$ cat config.mk
export PLATFORM = sky130hd
export DESIGN_NAME = glitch_sequencer
export DESIGN_NICKNAME = d
export VERILOG_FILES = /design/src/rtl/glitch_sequencer.sv
export SDC_FILE = /design/constraint.sdc
export NUM_CORES = 1
export LEC_CHECK = 0
export CORE_MARGIN = 10
export CORE_UTILIZATION = 28
export CTS_CLUSTER_SIZE = 10
export DETAILED_ROUTE_END_ITERATION = 10
export SYNTH_ARGS = -nofsm -noshare
export SYNTH_HDL_FRONTEND = slang
export SYNTH_SLANG_ARGS = --single-unit
$ cat constraint.sdc
create_clock -name clk -period 3.45 [get_ports clk]
set_input_delay 0.69 -clock clk [delete_from_list [all_inputs] [get_ports clk]]
set_output_delay 0.69 -clock clk [all_outputs]
set_load 0.02 [all_outputs]
$ cat src/rtl/glitch_sequencer.sv
// Clock-glitch sequencer: optional PLL relock, lock wait, trigger arm, then
// N glitch-enable windows with programmable delay, width and gap.
module glitch_sequencer #(
  parameter int CNT_W         = 16,
  parameter int RELOCK_CYCLES = 16,
  parameter int LOCK_TIMEOUT  = 65535
) (
  input  logic             clk,
  input  logic             reset,
  input  logic [CNT_W-1:0] cfg_delay,
  input  logic [CNT_W-1:0] cfg_width,
  input  logic [CNT_W-1:0] cfg_gap,
  input  logic [7:0]       cfg_count,
  input  logic             cfg_relock,
  input  logic             start,
  input  logic             abort,
  input  logic             trigger,
  input  logic             pll_locked,
  output logic             pll_relock,
  output logic             glitch_en,
  output logic             busy,
  output logic             done,
  output logic             error,
  output logic [7:0]       pulses_done
);

  localparam int TMAX = (LOCK_TIMEOUT > RELOCK_CYCLES) ? LOCK_TIMEOUT : RELOCK_CYCLES;
  localparam int TW   = $clog2(TMAX + 1);
  localparam logic [TW-1:0] RELOCK_LD = TW'((RELOCK_CYCLES > 0) ? RELOCK_CYCLES - 1 : 0);
  localparam logic [TW-1:0] LOCK_LD   = TW'((LOCK_TIMEOUT > 0) ? LOCK_TIMEOUT - 1 : 0);

  typedef enum logic [2:0] {
    IDLE, RELOCK, WAIT_LOCK, ARMED, DELAY, GLITCH, GAP, DONE
  } state_t;

  state_t           state_q, state_d;
  logic [CNT_W-1:0] cnt_q, cnt_d;
  logic [TW-1:0]    tmr_q, tmr_d;
  logic [CNT_W-1:0] dly_q, wid_q, gap_q;
  logic [7:0]       num_q;
  logic             trig_q;
  logic             err_q, err_d;
  logic [7:0]       pulses_q, pulses_d;
  logic             ld_cfg;

  // Down-counters reload with length-1 so a zero length still lasts one cycle.
  function automatic logic [CNT_W-1:0] len_m1(input logic [CNT_W-1:0] v);
    return (v == '0) ? '0 : v - 1'b1;
  endfunction

  always_comb begin
    state_d  = state_q;
    cnt_d    = cnt_q;
    tmr_d    = tmr_q;
    err_d    = err_q;
    pulses_d = pulses_q;
    ld_cfg   = 1'b0;
    if (state_q != IDLE && abort) begin
      state_d = IDLE;
    end else begin
      case (state_q)
        IDLE: begin
          if (start && !abort) begin
            ld_cfg   = 1'b1;
            err_d    = 1'b0;
            pulses_d = '0;
            if (cfg_count == 8'd0) begin
              state_d = DONE;
            end else if (cfg_relock) begin
              state_d = RELOCK;
              tmr_d   = RELOCK_LD;
            end else begin
              state_d = WAIT_LOCK;
              tmr_d   = LOCK_LD;
            end
          end
        end
        RELOCK: begin
          if (tmr_q == '0) begin
            state_d = WAIT_LOCK;
            tmr_d   = LOCK_LD;
          end else begin
            tmr_d = tmr_q - 1'b1;
          end
        end
        WAIT_LOCK: begin
          if (pll_locked) begin
            state_d = ARMED;
          end else if (tmr_q == '0) begin
            err_d   = 1'b1;
            state_d = IDLE;
          end else begin
            tmr_d = tmr_q - 1'b1;
          end
        end
        ARMED, DELAY, GLITCH, GAP: begin
          if (!pll_locked) begin
            err_d   = 1'b1;
            state_d = IDLE;
          end else if (state_q == ARMED) begin
            if (trigger && !trig_q) begin
              if (dly_q == '0) begin
                state_d = GLITCH;
                cnt_d   = len_m1(wid_q);
              end else begin
                state_d = DELAY;
                cnt_d   = dly_q - 1'b1;
              end
            end
          end else if (cnt_q != '0) begin
            cnt_d = cnt_q - 1'b1;
          end else if (state_q == GLITCH) begin
            pulses_d = (pulses_q == 8'hFF) ? 8'hFF : pulses_q + 8'd1;
            if (pulses_d == num_q) begin
              state_d = DONE;
            end else begin
              state_d = GAP;
              cnt_d   = len_m1(gap_q);
            end
          end else begin
            // DELAY or GAP expired
            state_d = GLITCH;
            cnt_d   = len_m1(wid_q);
          end
        end
        DONE:    state_d = IDLE;
        default: state_d = IDLE;
      endcase
    end
  end

  always_ff @(posedge clk or posedge reset) begin
    if (reset) begin
      state_q  <= IDLE;
      cnt_q    <= '0;
      tmr_q    <= '0;
      dly_q    <= '0;
      wid_q    <= '0;
      gap_q    <= '0;
      num_q    <= '0;
      trig_q   <= 1'b0;
      err_q    <= 1'b0;
      pulses_q <= '0;
    end else begin
      state_q  <= state_d;
      cnt_q    <= cnt_d;
      tmr_q    <= tmr_d;
      trig_q   <= trigger;
      err_q    <= err_d;
      pulses_q <= pulses_d;
      if (ld_cfg) begin
        dly_q <= cfg_delay;
        wid_q <= cfg_width;
        gap_q <= cfg_gap;
        num_q <= cfg_count;
      end
    end
  end

  assign glitch_en   = (state_q == GLITCH);
  assign pll_relock  = (state_q == RELOCK);
  assign done        = (state_q == DONE);
  assign busy        = (state_q != IDLE);
  assign error       = err_q;
  assign pulses_done = pulses_q;

endmodule

==> results.md <==
- # setup viols final: 0
- Req. time, crit path: 3.70 ns
- Area of the die: 30560 um^2
- CTS tree: yes
- Total gr overflow: 0
- Area Overhead vs Synth: 20.82%
- TritonCTS Buffers: 9
- CTS resizes: 0
- DRC Markers: 0
- Max-slew violations: 0
- Chip width: 174.8 um
- Met1 global-route usage: 0.1718
- Max cap viols: 0
- Critical path class: reg2reg
- FMAX: 311.3 MHz
- M2 GR Usage: 0.1904
- Tmin final: 3.212 ns
- Total GRT Usage: 0.1249
- Initial DRC Count: 468
- Vias: 6168
- Mapped cell area: 6711 um^2
- DR WL/cell: 15.55 um
- Via/cell ratio: 5.085
- Crit. End Element: register
- Core outline area: 23540 um^2
- Post-synth cell types: 72
- I/O pin cnt: 76
- Utilization after layout: 0.3444
- Fill cell count: 2524
- Synth Flop Type: dfrtp_1
- Clk_lat worst skew: 0.36 ns
- Met3 Use GR: 0.02824
- First-pass GRT wire length: 31.76 mm
- Register area share after synthesis: 0.3766
- Most common cell after layout, fill and taps aside: nand2_1
- Status: complete, no violations
- VDD IR-drop max: 0.2943 mV
- Root Driver: clkbuf_16
- Period Utilization, post-route: 0.9311
- Hold path cells: 1
- Commonest non-fill, non-tap cells in the layout: nand2_1, dfrtp_1, clkdlybuf4s50_1, nor2_1
- Unrepaired setup endpoints after global routing: no
- Initial Util: 0.2851
- Area of the multi-input gates: 3869 um^2
- Final Hold Fails: 0
- Lkg Pwr: 3.282 nW
- Synth Register Bits: 101
- Cells after synthesis: 829
- Diode count: 0
- Layout cells sized above 1: 0.08166
- Initial antenna violation count: 0
- Relative slew slack: 0.4766
- Vias in the first global route: 6043
- CTS Hold Bufs: 0
- Routed WL: 18.86 mm
- Post-detail-place hpwl: 14.14 mm
- Largest net degree at the start of global routing: 50
- Row cnt: 56
- Syn nets: 899
- Reg area: 2527 um^2
- Die height: 174.8 um
- Startpoint types: register
- Worst-path clk slew: 0.08 ns
- PortBufs: 75
- CTS Sinks: 101
- Detail Route Antenna Nets: 0
- Setup_tns: 0 ns
- Worst-Margin Slew: 0.7780 ns
- Syn avg cell area: 8.096 um^2
- Setup bufs post-CTS: 0
- CTS H-tree lvls: 3
- Critical path fanouts, max: 16
- Arrival time at the worst endpoint: 3.46 ns
- GRT Max-Usage Layer: met2
- GP Congestion: 0.8956
- First-pass DRT Iterations: 5
- FFs w/ async S/R, synth: 1.000
- Max clock buf depth: 2
- Setup Skew: 0.01119 ns
- Layout Nets: 959
- Reg2reg path depth: 8
- Yosys warns: 0
- Hold Crit Class: reg2reg
- EDFF count, synth: 0
- Pwr dens: 804.0 nW/um^2
==> final cells by class <==
cell class | instances | share of cell area
repair buffers | 94 | 0.1133
inverters | 27 | 0.01281
flip-flops and latches | 101 | 0.3117
multi-input cells | 656 | 0.4771
well taps | 319 | 0.04922
clock inverters | 7 | 0.008178
clock buffers | 9 | 0.02777
==> power breakdown <==
part | leakage, nW | total [W] | internal, W | switching (W)
clock | 0.145 | 0.00103 | 0.000511 | 0.000519
sequential | 1.25 | 0.00245 | 0.00173 | 0.000723
combinational | 1.89 | 0.00304 | 0.00136 | 0.00168
==> worst max-delay path, cell delays in order (launching register included) <==
cell and delay [ns]:
dfrtp_1 0.48, ha_1 0.35, and4_4 0.33, a21oi_1 0.07
a2111oi_0 0.57, a211oi_1 0.10, and4_4 0.25, a21oi_4 0.53
mux2_2 0.41
==> final timing paths <==
path,startpoint,end,slack [ns]
max in group asynchronous,reset,tmr_q[2],2.11
min reg2reg,tmr_q[15],tmr_q[15],0.51
min in group asynchronous,reset,wid_q[15],0.66
min,tmr_q[15],tmr_q[15],0.51
max,pulses_done[0],cnt_q[4],0.24
max reg2reg,pulses_done[0],cnt_q[4],0.24
==> registers in the layout (all words and copies together) (netlist names) <==
name         count
error            1
num_q            8
trig_q           1
gap_q           16
pulses_done      8
tmr_q           16
cnt_q           16
state_q          3
dly_q           16
wid_q           16
==> cell families (layout without fill, tap and decap cells) <==
logic type | after synthesis | in the layout | synth area share
flip-flops | 101 | 101 | 0.3766
adder cells (fa/ha/maj) | 7 | 7 | 0.01305
multiplexers | 19 | 19 | 0.03542
XOR/XNOR | 49 | 49 | 0.06394
AND/OR/NAND/NOR | 394 | 394 | 0.2776
buffers and inverters | 72 | 137 | 0.04698
AO/OA/AOI/OAI | 187 | 187 | 0.1864
==> Yosys cell counts, drive strengths merged (6+ instances only) <==
cell type	number	area share
buf	9	0.012
o211ai	7	0.0078
o21ai	43	0.032
o22a	12	0.016
nand3	24	0.018
or3	20	0.019
mux2	14	0.028
nor4	14	0.013
xnor2	32	0.042
or4	15	0.018
or2	6	0.0056
o31ai	11	0.013
xor2	17	0.022
a41oi	6	0.0078
clkbuf	36	0.020
nand2	195	0.11
a31oi	13	0.012
nor2	50	0.029
dfrtp	101	0.38
a211oi	6	0.0067
ha	7	0.013
nand4	6	0.0056
nor3	36	0.028
inv	27	0.015
a21oi	44	0.034
==> layer usage <==
layer | up-vias | wire [um]
met4 | 0 | 329
li1 | 3085 | -
met2 | 154 | 8468
met3 | 20 | 1056
met1 | 2909 | 9007
met5 | - | 0
==> through the flow <==
stage	total power [W]	cell area [um^2]	hold WS, ns	worst slack, ns	instances
after floorplan	0.004567	6711	0.4595	0.1129	829
after global placement	0.005457	7818	0.4914	0.3196	1197
after detailed placement	0.005504	7818	0.5002	0.2632	1197
after CTS	0.006562	8109	0.5178	0.2495	1213
after global routing	0.007104	8109	0.5352	0.02339	1213
final	0.006519	8109	0.5136	0.2378	1213
Power figures use the tool's default switching activity.
